[src/rtl/fetch_unit_pkg.sv]
// Shared SimpleRISC definitions used by the fetch, operand-fetch and execute
// stages: opcode values, instruction field positions, the canonical NOP word
// and small field-extraction helpers.
package fetch_unit_pkg;

    // Instruction field positions (opcode, immediate flag, register fields).
    localparam int OPC_MSB = 31;
    localparam int OPC_LSB = 27;
    localparam int IMM_BIT = 26;
    localparam int RD_MSB  = 25;
    localparam int RD_LSB  = 22;
    localparam int RS1_MSB = 21;
    localparam int RS1_LSB = 18;
    localparam int RS2_MSB = 17;
    localparam int RS2_LSB = 14;

    localparam logic [4:0]  OPC_NOP  = 5'b01101;
    localparam logic [4:0]  OPC_HALT = 5'b11111;

    // Bubble word: NOP opcode, all other fields zero (32'h6800_0000).
    localparam logic [31:0] NOP_INST = {OPC_NOP, 27'd0};

    typedef struct packed {
        logic [31:0] pc;
        logic [31:0] inst;
    } fetch_word_t;

    function automatic logic [4:0] opcode_of(input logic [31:0] word);
        return word[OPC_MSB:OPC_LSB];
    endfunction

    function automatic logic is_halt(input logic [31:0] word);
        return (opcode_of(word) == OPC_HALT);
    endfunction

    function automatic logic is_imm(input logic [31:0] word);
        return word[IMM_BIT];
    endfunction

    function automatic logic [3:0] rd_of(input logic [31:0] word);
        return word[RD_MSB:RD_LSB];
    endfunction

    function automatic logic [3:0] rs1_of(input logic [31:0] word);
        return word[RS1_MSB:RS1_LSB];
    endfunction

    function automatic logic [3:0] rs2_of(input logic [31:0] word);
        return word[RS2_MSB:RS2_LSB];
    endfunction

endpackage

[src/rtl/fetch_unit_skid_buffer.sv]
// One-entry skid buffer holding a {pc, inst} pair.
// Ports:
//   clk, rst_n          clock, synchronous active-low reset
//   load                capture in_pc/in_inst and mark the entry valid
//   drain               entry consumed downstream, mark it empty
//   clear               discard the entry (wins over load and drain)
//   in_pc, in_inst      word to capture
//   valid               entry holds a word
//   out_pc, out_inst    stored word
module fetch_unit_skid_buffer (
    input  logic        clk,
    input  logic        rst_n,
    input  logic        load,
    input  logic        drain,
    input  logic        clear,
    input  logic [31:0] in_pc,
    input  logic [31:0] in_inst,
    output logic        valid,
    output logic [31:0] out_pc,
    output logic [31:0] out_inst
);

    logic        valid_r;
    logic [31:0] pc_r;
    logic [31:0] inst_r;

    // Entry storage: clear beats load, load beats drain.
    always_ff @(posedge clk) begin
        if (!rst_n) begin
            valid_r <= 1'b0;
            pc_r    <= 32'd0;
            inst_r  <= 32'd0;
        end else if (clear) begin
            valid_r <= 1'b0;
        end else if (load) begin
            valid_r <= 1'b1;
            pc_r    <= in_pc;
            inst_r  <= in_inst;
        end else if (drain) begin
            valid_r <= 1'b0;
        end else begin
            valid_r <= valid_r;
        end
    end

    assign valid    = valid_r;
    assign out_pc   = pc_r;
    assign out_inst = inst_r;

endmodule

[src/rtl/fetch_unit.sv]
// Instruction-fetch stage: owns the PC, drives a 1-cycle-latency synchronous
// instruction memory and delivers pc/inst pairs through the IF/OF register.
// Stalls are absorbed by a one-entry skid buffer; redirects squash the wrong
// path by injecting NOP bubbles.
// Ports:
//   clk, rst_n               clock, synchronous active-low reset
//   stall                    operand fetch cannot accept; IF/OF holds
//   redirect, redirect_pc    taken control transfer and its target
//   imem_en, imem_addr       memory read strobe and address
//   imem_rdata               data for the address issued last cycle
//   pc, inst, inst_valid     IF/OF register
//   fetch_count              count of valid deliveries (wraps)
module fetch_unit #(
    parameter logic [31:0] RESET_PC = 32'h0000_0000,
    parameter logic [31:0] PC_STEP  = 32'h0000_0001,
    parameter logic [31:0] NOP_INST = fetch_unit_pkg::NOP_INST
) (
    input  logic        clk,
    input  logic        rst_n,
    input  logic        stall,
    input  logic        redirect,
    input  logic [31:0] redirect_pc,
    output logic        imem_en,
    output logic [31:0] imem_addr,
    input  logic [31:0] imem_rdata,
    output logic [31:0] pc,
    output logic [31:0] inst,
    output logic        inst_valid,
    output logic [31:0] fetch_count
);
    import fetch_unit_pkg::*;

    logic [31:0] fpc_r;
    logic        inflight_r;
    logic [31:0] inflight_pc_r;
    logic        kill_r;
    logic [31:0] pc_r;
    logic [31:0] inst_r;
    logic        inst_valid_r;
    logic [31:0] fetch_count_r;

    logic        issue_s;
    logic        resp_live_s;
    logic        sk_load_s;
    logic        sk_drain_s;
    logic        sk_clear_s;
    logic        sk_valid_s;
    logic [31:0] sk_pc_s;
    logic [31:0] sk_inst_s;

    // Issue and skid control. No issue while the skid is full or a stall is
    // pending, which is what keeps the single skid entry from overflowing.
    always_comb begin
        issue_s     = rst_n & ~stall & ~sk_valid_s & ~redirect;
        resp_live_s = inflight_r & ~kill_r;
        sk_clear_s  = redirect;
        sk_load_s   = stall & resp_live_s & ~redirect;
        sk_drain_s  = ~stall & sk_valid_s & ~redirect;
    end

    fetch_unit_skid_buffer u_skid (
        .clk      (clk),
        .rst_n    (rst_n),
        .load     (sk_load_s),
        .drain    (sk_drain_s),
        .clear    (sk_clear_s),
        .in_pc    (inflight_pc_r),
        .in_inst  (imem_rdata),
        .valid    (sk_valid_s),
        .out_pc   (sk_pc_s),
        .out_inst (sk_inst_s)
    );

    // Fetch pointer and outstanding-read tracking.
    always_ff @(posedge clk) begin
        if (!rst_n) begin
            fpc_r         <= RESET_PC;
            inflight_r    <= 1'b0;
            inflight_pc_r <= 32'd0;
            kill_r        <= 1'b0;
        end else if (redirect) begin
            fpc_r      <= redirect_pc;
            inflight_r <= 1'b0;
            kill_r     <= inflight_r;
        end else if (issue_s) begin
            fpc_r         <= fpc_r + PC_STEP;
            inflight_r    <= 1'b1;
            inflight_pc_r <= fpc_r;
            kill_r        <= 1'b0;
        end else begin
            inflight_r <= 1'b0;
            kill_r     <= 1'b0;
        end
    end

    // IF/OF register and delivery counter; redirect squashes even under stall.
    always_ff @(posedge clk) begin
        if (!rst_n) begin
            pc_r          <= 32'd0;
            inst_r        <= NOP_INST;
            inst_valid_r  <= 1'b0;
            fetch_count_r <= 32'd0;
        end else if (redirect) begin
            inst_r       <= NOP_INST;
            inst_valid_r <= 1'b0;
        end else if (stall) begin
            inst_valid_r <= inst_valid_r;
        end else if (sk_valid_s) begin
            pc_r          <= sk_pc_s;
            inst_r        <= sk_inst_s;
            inst_valid_r  <= 1'b1;
            fetch_count_r <= fetch_count_r + 32'd1;
        end else if (resp_live_s) begin
            pc_r          <= inflight_pc_r;
            inst_r        <= imem_rdata;
            inst_valid_r  <= 1'b1;
            fetch_count_r <= fetch_count_r + 32'd1;
        end else begin
            inst_r       <= NOP_INST;
            inst_valid_r <= 1'b0;
        end
    end

    assign imem_en     = issue_s;
    assign imem_addr   = fpc_r;
    assign pc          = pc_r;
    assign inst        = inst_r;
    assign inst_valid  = inst_valid_r;
    assign fetch_count = fetch_count_r;

endmodule

[config.mk]
export PLATFORM = sky130hd
export DESIGN_NAME = fetch_unit
export DESIGN_NICKNAME = d
export VERILOG_FILES = /design/src/rtl/fetch_unit_pkg.sv /design/src/rtl/fetch_unit_skid_buffer.sv /design/src/rtl/fetch_unit.sv
export SDC_FILE = /design/constraint.sdc
export NUM_CORES = 1
export LEC_CHECK = 0
export CAP_MARGIN = 10
export CORE_ASPECT_RATIO = 1.2
export CORE_MARGIN = 2
export CORE_UTILIZATION = 50
export CTS_BUF_LIST = sky130_fd_sc_hd__clkbuf_8
export CTS_CLUSTER_DIAMETER = 150
export DETAILED_ROUTE_END_ITERATION = 8
export PLACE_DENSITY = 0.89
export REMOVE_ABC_BUFFERS = 1
export SLEW_MARGIN = 20
export SYNTH_ARGS = -nofsm -noshare
export SYNTH_HDL_FRONTEND = slang
export SYNTH_SLANG_ARGS = --single-unit
[constraint.sdc]
create_clock -name clk -period 5.6 [get_ports clk]
set_input_delay 0.84 -clock clk [delete_from_list [all_inputs] [get_ports clk]]
set_output_delay 0.84 -clock clk [all_outputs]
set_load 0.005 [all_outputs]
==> results of run 1 <==
==> logic make-up after synthesis <==
logic type	Yosys count	synth area share, %
flip-flops	228	47.5
buffers and inverters	98	4.05
XOR/XNOR	42	3.83
multiplexers	66	7.25
adder cells (fa/ha/maj)	2	0.261
AND/OR/NAND/NOR	478	22.4
AO/OA/AOI/OAI	234	14.7
==> placed cells by master (no fill, tap or decap), types with 2 or more instances in the layout <==
cell type        synthesis  routed
a22oi_1                 28      28
and2_1                   3       3
or3_1                    9       9
o211ai_1                 3       3
nor2b_1                  2       2
or4_1                    2       2
nor4_4                   2       2
nand3_1                 30      29
nor2_1                 109     108
mux2i_1                 38      38
clkbuf_8                 0      47
and4_1                  10      10
inv_1                   13      21
o2bb2ai_1                3       3
buf_4                    2      16
nand4_1                 23      23
nand2_1                244     244
dfxtp_1                228     227
o21ai_0                 24      24
a211oi_1                40      40
xor2_1                  12      12
o311ai_0                 2       2
o21bai_1                 2       2
xnor2_1                 30      30
and3_1                   5       4
nor4_1                  16      16
clkinv_2                 0       5
ha_1                     2       2
a21oi_1                119     119
mux2_2                  28      28
clkdlybuf4s50_1          0     197
a31oi_1                  4       4
nand2b_1                 3       3
nor3_1                  12      12
==> metal layers <==
metal / global-route usage (%) / up-vias
met5: 0 / -
met4: 12.6 / 0
met3: 4.29 / 72
met2: 41.7 / 326
met1: 30.8 / 4109
li1: - / 4311
==> how the worst min path moves through the flow <==
| stage | to | startpoint | slack (ns) |
|---|---|---|---|
| 2_1_floorplan | u_skid.out_inst[0] | u_skid.out_inst[0] | 0.43 |
| 3_3_place_gp | u_skid.out_inst[0] | u_skid.out_inst[0] | 0.44 |
| 3_5_place_dp | u_skid.out_inst[16] | u_skid.out_inst[16] | 0.44 |
| 4_1_cts | u_skid.out_inst[16] | u_skid.out_inst[16] | 0.45 |
| 5_1_grt | u_skid.out_inst[16] | u_skid.out_inst[16] | 0.46 |
| 6_report | u_skid.out_pc[1] | u_skid.out_pc[1] | 0.45 |
==> registers in the layout, summed over array words and instances (netlist names) <==
| signal | cells |
|---|---|
| fetch_count | 32 |
| inflight_r | 1 |
| pc | 32 |
| inst_valid | 1 |
| kill_r | 1 |
| u_skid.out_pc | 32 |
| imem_addr | 32 |
| inflight_pc_r | 32 |
| u_skid.valid | 1 |
| inst | 32 |
| u_skid.out_inst | 32 |
==> power groups by stage <==
stage | sequential (mW) | clock [mW] | combinational, mW
2_1_floorplan | 1.72 | 0 | 0.102
3_3_place_gp | 1.73 | 0 | 0.248
3_5_place_dp | 1.73 | 0 | 0.252
4_1_cts | 1.70 | 1.42 | 0.254
5_1_grt | 1.70 | 1.48 | 0.274
6_report | 1.70 | 1.39 | 0.255
==> worst register-to-register path: stages (launching register included) <==
cell	delay [ns]
dfxtp_4	0.69
buf_4	0.64
o211a_2	0.82
buf_4	0.45
nor2_1	0.08
a211oi_1	0.21
==> through the flow <==
stage	cell area [um^2]	instances
floorplan	9260	1063
global placement	11700	1532
detailed placement	11700	1532
CTS	12400	1594
global route	12400	1594
finish	12400	1594
==> area by class of cell <==
class	count	area (um^2)	area share, %
multi-input combinational	822	4670	37.6
timing repair buffer	213	2090	16.9
tap	256	320	2.58
clock buffer	47	647	5.21
inverter	13	51.3	0.413
sequential	228	4570	36.8
clock inverter	15	67.6	0.544
==> out/qor.yml, run 1 <==
skew_ns: 0.0172
die_w_um: 130
ios: 198
ys.flop_type: "dfxtp_1"
wl_met1_um: 10800
firstDrtPassIters: 5
status: "finished clean"
clk_path_buf_depth: 3
met2_length_um: 12500
period_share_pct: 67.5
synth_cells: 1148
p_sw_share_pct: 24.1
dieArea_um2: 20300
drive_gt1_share_pct: 8.45
pre_cts_slack_ns: 1.75
power.density_nw_per_um2: 269
cts_hold_buf: 0
fin_crit_ns: 3.78
drc: 0
ctsResizeCount: 0
crit_top_cell: "clkdlybuf4s50_1"
cap_violations: 0
vias: 8818
yosysWarnings: 0
slowest_delay_ns: 0.70
routed_wl_um: 26000
wl_met3_um: 1640
critPathTopFamily: "buffers and inverters"
h-tree-depth: 2
hold_depth: 2
cp.depth: 5
dr.first_iter.drc_count: 595
synth.most_common_cell: "nand2_1"
hold_ws_ns: 0.453
initial_utilization_pct: 50.9
first_global_vias: 8377
path_class: "in2out"
vias_per_cell: 5.53
report.final.slew_viol_count: 0
startpoint: "redirect"
clkSinkCount: 228
arrival_ns: 2.94
grt_usage_pct: 25.0
yosysTopAreaCell: "dfxtp_1"
clock_latency_ns: 0.52
endpoint: "imem_en"
finalSetupViolCount: 0
postCtsSetupBuffers: 0
overflow: 0
synth_area_leaders: "dfxtp_1 (48%), nand2_1 (9.5%), a21oi_1 (6.2%)"
ys_seq_area_share_pct: 47.5
worstRegToRegCells: 5
finalCoreUtilization_pct: 65.8
cts.clk_slew.worst_paths_ns: 0.06
synth_cell_types: 51
worst_pin_slew_ns: 1.05
peakVddDrop_v: 0.000155
yosysTopAreaCellShare_pct: 47.5
cts_tree: "built"
gp_congestion: 0.897
portBuffers: 197
required_ns: 4.76
antenna_found_initial: 0
finalPower_mw: 3.34
cp-end-kind: "output port"
crit_chain: "clkdlybuf4s50_1 > nor2_1 > nand2_1 > inv_1 > clkdlybuf4s50_1"
die_y_um: 156
hp-class: "reg2reg"
critPathBufInv: 3
cts_buffers: 36
p_switching_mw: 0.806
timing.fmax_ghz: 0.265
leakagePower_nw: 3.97
worst_path_max_delay_cell: "clkdlybuf4s50_1"
p_comb_share_pct: 7.6
start_kind: "input port"
wire_per_inst_um: 16.3
synth_edf_count: 0
synthTopCellsByCount: "nand2_1 (244), dfxtp_1 (228), a21oi_1 (119), nor2_1 (109), clkbuf_1 (72)"
worstReg2RegStart: "u_skid.valid"
grt_pass1_wl_um: 41300
regToRegEndpoint: "pc[11]"
fp-row-count: 55
fin_nets: 1384
crit_fanout: 11
diodes: 0
ant_nets: 0
syn2layout_area_growth_pct: 29.3
intPower_mw: 2.54
tns_ns: 0
grt_max_degree: 99
coreArea_um2: 18900
rsz0062_at_grt: "no"
timing.slew.headroom_pct: 29.7
yosys_register_bits: 228
synthArstFlopShare_pct: 0
finalWorstSetupSlack_ns: 1.82
p_clk_share_pct: 41.6
hold_viol: 0
netlist_area_um2: 9600
n_fill_cell: 1505
syn_area_per_cell_um2: 8.36
reg2reg_slack_ns: 2.61
dp_hpwl_um: 17400
top_layer: "met4"
p_seq_share_pct: 50.8
cts_root_buffer: "clkbuf_8"
Note: power is estimated with default switching activity, not from simulation.
==> run 2, diff against run 1 <==
Settings changed: CORE_UTILIZATION 50 to 48, PLACE_DENSITY 0.89 to 0.9.
Clock period 5.6 ns to 3.1 ns, I/O delays scaled along.
==> out/qor.yml, run 2 (synthesized netlist as in run 1, its figures left out) <==
status: "finished clean"
fin_cells: 1604  # +0.63%
p_clk_share_pct: 40.9  # -0.7 points
initial_utilization_pct: 49.1  # -1.8 points
worstHoldStart: "u_skid.out_inst[5]"
tns_ns: 0  # unchanged
mostFrequentLayoutCells: "nand2_1 (244), dfxtp_1 (227), clkdlybuf4s50_1 (196)"
ant_nets: 0  # unchanged
routed_wl_um: 27000  # +3.7%
hold_depth: 2  # unchanged
dieArea_um2: 21200  # +4.1%
timing.slew.headroom_pct: 47.9  # +18 points
grt_pass1_wl_um: 43400  # +5.2%
cts_tree: "built"
fin_crit_ns: 2.46
finalSetupViolCount: 0  # unchanged
first_global_vias: 8782  # +4.8%
dp_hpwl_um: 17700  # +1.7%
crit_fanout: 4  # -7
dp.cells: 1540  # +0.52%
start_kind: "input port"
leakagePower_nw: 4.00  # +0.75%
overflow: 0  # unchanged
clkSinkCount: 228  # unchanged
arrival_ns: 2.00  # -0.94 ns
cts.clk_slew.worst_paths_ns: 0.06  # about the same
firstDrtPassIters: 5  # unchanged
vias_per_cell: 5.70  # +3.0%
die_w_um: 133  # +2.0%
report.final.slew_viol_count: 0  # unchanged
antenna_found_initial: 0  # unchanged
die_y_um: 159  # +2.0%
pre_cts_slack_ns: 0.384  # -1.36 ns
worstReg2RegStart: "inflight_r"
dr.first_iter.drc_count: 589  # -1.0%
timing.fmax_ghz: 0.406
clock_latency_ns: 0.53  # about the same
p_sw_share_pct: 24.6  # +0.46 points
reg2reg_slack_ns: 0.80  # -1.81 ns
p_seq_share_pct: 51.3  # +0.5 points
hold_ws_ns: 0.453  # -0.000161 ns
finalWorstSetupSlack_ns: 0.639  # -1.18 ns
grt_max_degree: 173  # +75%
postCtsSetupBuffers: 0  # unchanged
worst_pin_slew_ns: 0.782  # -0.268 ns
regToRegEndpoint: "fetch_count[31]"
cp-end-kind: "output port"
fin_nets: 1388  # +0.29%
ios: 198  # unchanged
period_share_pct: 79.4
p_switching_mw: 1.47  # +82%
drc: 0  # unchanged
wire_per_inst_um: 16.8  # +3.1%
cts_root_buffer: "clkbuf_8"
hp-class: "reg2reg"
hold_end: "u_skid.out_inst[5]"
worstRegToRegCells: 5  # unchanged
required_ns: 2.63  # -2.13 ns
portBuffers: 197  # unchanged
power.density_nw_per_um2: 481  # +79%
grt_usage_pct: 24.8  # -0.19 points
ctsResizeCount: 0  # unchanged
skew_ns: 0.0251  # +0.00788 ns
clk_path_buf_depth: 3  # unchanged
coreArea_um2: 19500  # +3.7%
vias: 9139  # +3.6%
h-tree-depth: 2  # unchanged
cap_violations: 0  # unchanged
gp_congestion: 0.906  # +1.0%
fp-row-count: 56  # +1.8%
diodes: 0  # unchanged
path_class: "in2out"
p_comb_share_pct: 7.8  # +0.2 points
peakVddDrop_v: 0.000267  # +72%
layout_commonest_cell: "nand2_1"
hold_viol: 0  # unchanged
rsz0062_at_grt: "no"
cts_hold_buf: 0  # unchanged
intPower_mw: 4.51  # +78%
cts_buffers: 37  # +2.8%
drive_gt1_share_pct: 8.34  # -0.11 points
syn2layout_area_growth_pct: 29.6
[run 2: changes by cell type in the layout (fill, tap and decap cells not counted), sizes merged]
cell	before	now
inv	23	28
clkbuf	47	44
clkinvlp	0	1
buf	16	20
clkdlybuf4s50	197	196
clkinv	5	4
[run 2: critical path, stage by stage]
cell             delay (ns)
clkdlybuf4s50_1        0.61
inv_4                  0.06
nor2_1                 0.15
nand2_1                0.09
inv_1                  0.08
clkdlybuf4s50_1        0.54
[run 2: per-stage QoR]
| stage | util, % | power [mW] | cell area, um^2 |
|---|---|---|---|
| after floorplan | - | 3.30 | 9260 |
| after global placement | 60.1 | 3.58 | 11700 |
| after detailed placement | 60.1 | 3.59 | 11700 |
| after CTS | 63.6 | 6.02 | 12400 |
| after global routing | 63.6 | 6.21 | 12400 |
| final | 63.6 | 5.98 | 12400 |
[run 2: power groups by stage]
| stage | combinational (mW) | clock [mW] | sequential [mW] |
|---|---|---|---|
| after floorplan | 0.184 | 0 | 3.11 |
| after global placement | 0.453 | 0 | 3.13 |
| after detailed placement | 0.462 | 0 | 3.13 |
| after CTS | 0.465 | 2.48 | 3.07 |
| after global routing | 0.503 | 2.63 | 3.07 |
| final | 0.467 | 2.44 | 3.07 |
[run 2: worst max-delay path by stage]
stage,from,endpoint,slack (ns)
after CTS,rst_n,imem_en,0.67
after global routing,rst_n,imem_en,0.56
final,rst_n,imem_en,0.64
after detailed placement,redirect,fetch_count[31],0.38
after floorplan,rst_n,imem_addr[11],-1.76
after global placement,redirect,fetch_count[21],0.47
[run 2: per-layer routing]
| metal | vias to the layer above | global-route usage, % | share of wire (%) |
|---|---|---|---|
| li1 | 4335 | - | - |
| met5 | - | 0 | 0 |
| met1 | 4339 | 29.9 | 40 |
| met2 | 358 | 42.4 | 48 |
| met4 | 0 | 12.3 | 4.8 |
| met3 | 107 | 4.50 | 6.3 |
[run 2: layout make-up]
class / instances / area [um^2]
fillers: 1587 / 7110
inverters: 13 / 51.3
repair buffers: 216 / 2150
flip-flops and latches: 228 / 4570
multi-input cells: 822 / 4650
clock buffers: 44 / 606
well taps: 261 / 327
clock inverters: 20 / 83.8
